===== config.mk =====
export PLATFORM = sky130hd
export DESIGN_NAME = axi4dma_rd_burst_ctrl
export DESIGN_NICKNAME = d
export VERILOG_FILES = /design/src/rtl/axi4dma_rd_pkg.sv /design/src/rtl/axi4dma_rd_burst_calc.sv /design/src/rtl/axi4dma_rd_burst_ctrl.sv
export SDC_FILE = /design/constraint.sdc
export NUM_CORES = 1
export LEC_CHECK = 0
export CAP_MARGIN = 40
export CORE_MARGIN = 5
export CORE_UTILIZATION = 35
export DETAILED_ROUTE_END_ITERATION = 12
export SLEW_MARGIN = 20
export SYNTH_ARGS = -nofsm -noshare
export SYNTH_HDL_FRONTEND = slang
export SYNTH_HIERARCHICAL = 1
export SYNTH_SLANG_ARGS = --single-unit

===== constraint.sdc =====
create_clock -name clock -period 4.9 [get_ports clock]
set_clock_uncertainty 0.05 [all_clocks]
set_input_delay 1.47 -clock clock [delete_from_list [all_inputs] [get_ports clock]]
set_output_delay 1.47 -clock clock [all_outputs]
set_load 0.03 [all_outputs]

===== src/rtl/axi4dma_rd_pkg.sv =====
// rtl/axi4dma_rd_pkg.sv - shared types and constants for the AXI4 DMA read burst controller
package axi4dma_rd_pkg;

    typedef enum logic [2:0] {
        ST_IDLE,
        ST_CALC,
        ST_ADDR,
        ST_DRAIN,
        ST_DONE
    } rd_state_t;

    localparam logic [1:0] BURST_FIXED = 2'b00;
    localparam logic [1:0] BURST_INCR  = 2'b01;

    localparam logic [8:0] MAX_INCR_BEATS  = 9'd256;
    localparam logic [8:0] MAX_FIXED_BEATS = 9'd16;

    // SLVERR (10) and DECERR (11) both mark the request as failed
    function automatic logic resp_is_error(input logic [1:0] resp);
        return (resp == 2'b10) || (resp == 2'b11);
    endfunction

endpackage


===== src/rtl/axi4dma_rd_burst_calc.sv =====
// rtl/axi4dma_rd_burst_calc.sv - beats of the next AR burst; 4 KB term under CORE_AXI4DMA_RD_4K_SPLIT_EN
module axi4dma_rd_burst_calc
    import axi4dma_rd_pkg::*;
(
    input  logic [23:0] remaining,
    input  logic        fixed,
`ifdef CORE_AXI4DMA_RD_4K_SPLIT_EN
    input  logic [11:0] addr_low,
    input  logic [2:0]  size,
`endif
    output logic [8:0]  burst_beats
);

    logic [8:0] rem_clamp;
`ifdef CORE_AXI4DMA_RD_4K_SPLIT_EN
    logic [12:0] page_beats;
`endif

    always_comb begin
        rem_clamp   = (remaining > 24'd256) ? MAX_INCR_BEATS : remaining[8:0];
        burst_beats = rem_clamp;
        if (fixed && (rem_clamp > MAX_FIXED_BEATS)) begin
            burst_beats = MAX_FIXED_BEATS;
        end
`ifdef CORE_AXI4DMA_RD_4K_SPLIT_EN
        // address is size-aligned, so at least one beat always fits before the boundary
        page_beats = (13'd4096 - {1'b0, addr_low}) >> size;
        if (!fixed && (page_beats < {4'd0, burst_beats})) begin
            burst_beats = page_beats[8:0];
        end
`endif
    end

endmodule


===== src/rtl/axi4dma_rd_burst_ctrl.sv =====
// rtl/axi4dma_rd_burst_ctrl.sv - splits the queue-head read request into AR bursts; macro CORE_AXI4DMA_RD_4K_SPLIT_EN
module axi4dma_rd_burst_ctrl
    import axi4dma_rd_pkg::*;
#(
    parameter int MAX_TRAN_SIZE_WIDTH = 23,
    parameter int AXI_DATA_WIDTH      = 64,
    parameter int MAX_OUTSTANDING     = 4
) (
    input  logic                           clock,
    input  logic                           resetn,
    input  logic                           reqInQueue,
    input  logic [31:0]                    srcAddr,
    input  logic [1:0]                     srcOp,
    input  logic [2:0]                     srcDataWidth,
    input  logic [MAX_TRAN_SIZE_WIDTH-1:0] numOfBytes,
    input  logic                           spaceWrTranQueue,
    output logic [31:0]                    ARADDR,
    output logic [7:0]                     ARLEN,
    output logic [2:0]                     ARSIZE,
    output logic [1:0]                     ARBURST,
    output logic                           ARVALID,
    input  logic                           ARREADY,
    input  logic                           RVALID,
    input  logic                           RREADY,
    input  logic                           RLAST,
    input  logic [1:0]                     RRESP,
    output logic                           rdCache1Sel,
    output logic                           rdDone,
    output logic                           rdError,
    output logic                           busy
);

    localparam logic [31:0] MAX_SIZE  = 32'($clog2(AXI_DATA_WIDTH / 8));
    localparam logic [3:0]  OUT_LIMIT = 4'(MAX_OUTSTANDING);

    rd_state_t   state, state_nxt;
    logic [23:0] rem_beats;
    logic [3:0]  outstanding, out_nxt;
    logic        err_flag;
    logic [8:0]  burst_beats, cur_beats;
    logic [23:0] size_mask, total_beats;
    logic        start, illegal, zero_len;
    logic        ar_hs, r_beat, r_last_hs;

    axi4dma_rd_burst_calc u_calc (
        .remaining   (rem_beats),
        .fixed       (ARBURST == BURST_FIXED),
`ifdef CORE_AXI4DMA_RD_4K_SPLIT_EN
        .addr_low    (ARADDR[11:0]),
        .size        (ARSIZE),
`endif
        .burst_beats (burst_beats)
    );

    assign start     = reqInQueue & spaceWrTranQueue;
    assign ar_hs     = ARVALID & ARREADY;
    assign r_beat    = RVALID & RREADY;
    // RLAST with nothing outstanding belongs to a burst issued before reset
    assign r_last_hs = r_beat & RLAST & (outstanding != 4'd0);
    assign out_nxt   = outstanding + {3'd0, ar_hs} - {3'd0, r_last_hs};
    assign cur_beats = {1'b0, ARLEN} + 9'd1;

    always_comb begin
        size_mask   = (24'd1 << srcDataWidth) - 24'd1;
        total_beats = (24'(numOfBytes) + size_mask) >> srcDataWidth;
        zero_len    = (numOfBytes == '0);
        illegal     = srcOp[1] | ({29'd0, srcDataWidth} > MAX_SIZE)
                    | ((srcAddr & {8'd0, size_mask}) != 32'd0);
    end

    always_comb begin
        state_nxt = state;
        case (state)
            ST_IDLE: begin
                if (start) begin
                    state_nxt = (illegal || zero_len) ? ST_DONE : ST_CALC;
                end
            end
            ST_CALC: state_nxt = ST_ADDR;
            ST_ADDR: begin
                if (ar_hs) begin
                    state_nxt = ((rem_beats != {15'd0, cur_beats}) && (out_nxt < OUT_LIMIT))
                              ? ST_CALC : ST_DRAIN;
                end
            end
            ST_DRAIN: begin
                if ((rem_beats != 24'd0) && (out_nxt < OUT_LIMIT)) begin
                    state_nxt = ST_CALC;
                end else if ((rem_beats == 24'd0) && (out_nxt == 4'd0)) begin
                    state_nxt = ST_DONE;
                end
            end
            ST_DONE: state_nxt = ST_IDLE;
            default: state_nxt = ST_IDLE;
        endcase
    end

    always_ff @(posedge clock or negedge resetn) begin
        if (!resetn) begin
            state       <= ST_IDLE;
            ARADDR      <= 32'd0;
            ARLEN       <= 8'd0;
            ARSIZE      <= 3'd0;
            ARBURST     <= BURST_INCR;
            rem_beats   <= 24'd0;
            outstanding <= 4'd0;
            err_flag    <= 1'b0;
            rdCache1Sel <= 1'b0;
        end else begin
            state       <= state_nxt;
            outstanding <= out_nxt;
            case (state)
                ST_IDLE: begin
                    if (start) begin
                        ARADDR    <= srcAddr;
                        ARSIZE    <= srcDataWidth;
                        ARBURST   <= (srcOp == 2'b01) ? BURST_FIXED : BURST_INCR;
                        rem_beats <= zero_len ? 24'd0 : total_beats;
                        err_flag  <= illegal;
                    end
                end
                ST_CALC: ARLEN <= 8'(burst_beats - 9'd1);
                ST_ADDR: begin
                    if (ar_hs) begin
                        rem_beats <= rem_beats - {15'd0, cur_beats};
                        if (ARBURST == BURST_INCR) begin
                            ARADDR <= ARADDR + ({23'd0, cur_beats} << ARSIZE);
                        end
                    end
                end
                ST_DONE: rdCache1Sel <= ~rdCache1Sel;
                default: ;
            endcase
            if ((state != ST_IDLE) && r_beat && resp_is_error(RRESP)) begin
                err_flag <= 1'b1;
            end
        end
    end

    assign ARVALID = (state == ST_ADDR);
    assign busy    = (state != ST_IDLE);
    assign rdDone  = (state == ST_DONE) & ~err_flag;
    assign rdError = (state == ST_DONE) & err_flag;

endmodule


==> impl_metrics.yaml <==
run_status:
  status: "finished, final reports clean"
timing:
  setup_violations: 0
  slew_violations: 0
  rsz0062_at_grt: "no"
  max_freq_mhz: 213
  hold_slack_ns: 0.427
  slew_headroom: 0.482
  finalHoldViolations: 0
  tightest_slew_ns: 0.774
  finalCritPeriodShare: 0.958
  min_period_ns: 4.69
worst_setup_path:
  critical-path-max-stage-delay_ns: 0.34
  cp_max_fo: 4
  cp_cell_sequence: "dlygate4sd2_1 -> buf_6 -> clkinv_8 -> nor2_4 -> nand2_2 -> ha_4 -> buf_4 -> xnor2_1 -> ha_2 -> buf_4 -> nand2b_1 -> a21oi_2 -> o21ai_1 -> buf_4 -> o21ai_4 -> o31ai_4 -> xor2_2 -> mux4_2 -> buf_4 -> nor2_1 -> a221o_1"
  slowest_stage: "ha_2"
  r2r-start: "ARLEN[0]"
  cp_common_cell: "buf_4"
  crit_path_end_kind: "register"
  cp-start-kind: "primary input"
  required_ns: 5.07
  path_class: "in2reg"
  crit_path_start: "srcDataWidth[0]"
  arrival_ns: 4.86
clocking:
  clk_latency_ns: 0.35
  cts-htree-levels: 3
  ctsRootBufferMaster: "clkbuf_16"
  numClockSinks: 77
  cts_tree: "yes"
  clkTransAtPathRegs_ns: 0.06
  clk_path_buf_depth: 2
  cts_made_buffers: 9
power:
  power_w: 0.00684
  power.ir.vdd_worst_mv: 0.372
  powerDensity_nw_per_um2: 605
  total_leakage_power_nw: 4.79
die:
  fp.dieW_um: 165
  start_util: 0.356
  die_h_um: 165
  dieArea_um2: 27100
  io_pins: 120
  core_area_um2: 23500
  rows: 56
layout:
  layout-area-overhead-vs-synth_pct: 35.2
  diodes: 0
  drive_gt1_frac: 0.180
  final_nets: 1413
  final_util: 0.482
  layoutNonFillerInstCount: 1609
hold_path:
  hp-start: "rdCache1Sel"
  min_path_type: "reg2reg"
grt:
  grt_overflow: 0
  antenna_found_initial: 0
  grt_pass1_vias: 8713
  grt_pass1_wl_um: 45300
  grt_use_total: 0.205
  grt_max_degree: 56
logic_synthesis:
  avgSynthCellArea_um2: 7.74
  synthCells: 1081
  synthesis.area_um2: 8360
  ys_warn_count: 6
routing:
  num_vias: 8928
  ant_nets: 0
  drt-initial-drc-count: 538
  wl_um: 28000
  wire_per_inst_um: 17.4
  dr.pass1.iters: 5
  viasPerCell: 5.55
  drc: 0
placement:
  place_inst: 1588
  hpwl_um: 22200
  gp_congestion: 0.888
  portBuffers: 117
run:
  cap_violations: 0
[routing by layer]
| metal | global-route usage | up-vias | wire, um |
|---|---|---|---|
| met5 | 0 | - | 0 |
| met4 | 0.0639 | 0 | 653 |
| met3 | 0.0205 | 41 | 1130 |
| met2 | 0.326 | 193 | 12800 |
| met1 | 0.294 | 4236 | 13400 |
| li1 | - | 4458 | - |
[power by group]
| part | internal (W) | switching, W |
|---|---|---|
| combinational | 0.00202 | 0.00267 |
| clock | 0.000473 | 0.000281 |
| sequential | 0.000954 | 0.000446 |
[placed cells by master, fill, tap and decap left out, types with 7 or more instances in the layout]
cell type / instances
a211oi_1: 12
a21o_1: 17
a21oi_1: 75
a311oi_1: 10
a31oi_1: 23
and2_1: 11
and3_1: 15
and3_2: 7
and4_1: 9
buf_4: 129
clkbuf_16: 9
clkdlybuf4s50_1: 113
dfrtp_1: 76
ha_1: 48
inv_1: 35
mux2_2: 8
mux2i_1: 27
nand2_1: 103
nand2b_1: 11
nand3_1: 28
nand4_1: 11
nor2_1: 94
nor2b_1: 7
nor3_1: 34
nor4_1: 19
o211ai_1: 13
o21a_1: 13
o21ai_0: 81
o22a_1: 7
o22ai_1: 9
or3_1: 11
xnor2_1: 28
xor2_1: 29
[metrics by stage]
stage | setup WS [ns] | cell area, um2 | setup TNS [ns]
global placement | -0.589 | 10700 | -10.77
CTS | 0.0400 | 11200 | 0
finish | 0.207 | 11300 | 0
floorplan | -0.164 | 8580 | -1.31
detailed placement | -0.634 | 10800 | -11.84
global route | 0.000273 | 11300 | 0
[registers in the layout, indices dropped and copies added (netlist names)]
register     cells
ARADDR          32
rem_beats       24
ARLEN            8
outstanding      4
ARSIZE           3
state            3
ARBURST          1
err_flag         1
rdCache1Sel      1
[repair_timing]
| action | CTS | global route |
|---|---|---|
| pin swaps | 16 | 4 |
| endpoints found under the setup margin | 20 | 19 |
| hold buffers | 0 | 0 |
| setup buffers | 4 | 1 |
| resized for setup | 28 | 15 |
[area by class of cell]
| cell class | count | area (um2) |
|---|---|---|
| Multi-Input combinational cell | 908 | 6290 |
| Tap cell | 319 | 399 |
| Inverter | 39 | 164 |
| Clock inverter | 4 | 70.1 |
| Timing Repair Buffer | 250 | 2200 |
| Sequential cell | 77 | 1930 |
| Clock buffer | 12 | 256 |
| Fill cell | 2330 | 12200 |
[worst paths after layout]
check | endpoint | slack, ns | depth (start not counted)
max in group asynchronous | ARBURST[0] | 3.14 | 2
worst max-delay path | rem_beats[13] | 0.21 | 21
worst min-delay path | rdCache1Sel | 0.43 | 1
min in group asynchronous | ARADDR[13] | 1.01 | 1
worst max register to register | ARADDR[30] | 0.46 | 18
worst min register to register | rdCache1Sel | 0.43 | 1
[critical path: cells and delay by family]
kind / cells / cell delay (ns)
buffers and inverters: 7 / 0.95
AOI/OAI and AO/OA: 5 / 0.86
adders and majority gates: 2 / 0.51
xor gates and xnor gates: 2 / 0.47
muxes: 1 / 0.30
and+or+nand+nor: 4 / 0.29
Note: power is estimated with default switching activity, not from simulation.
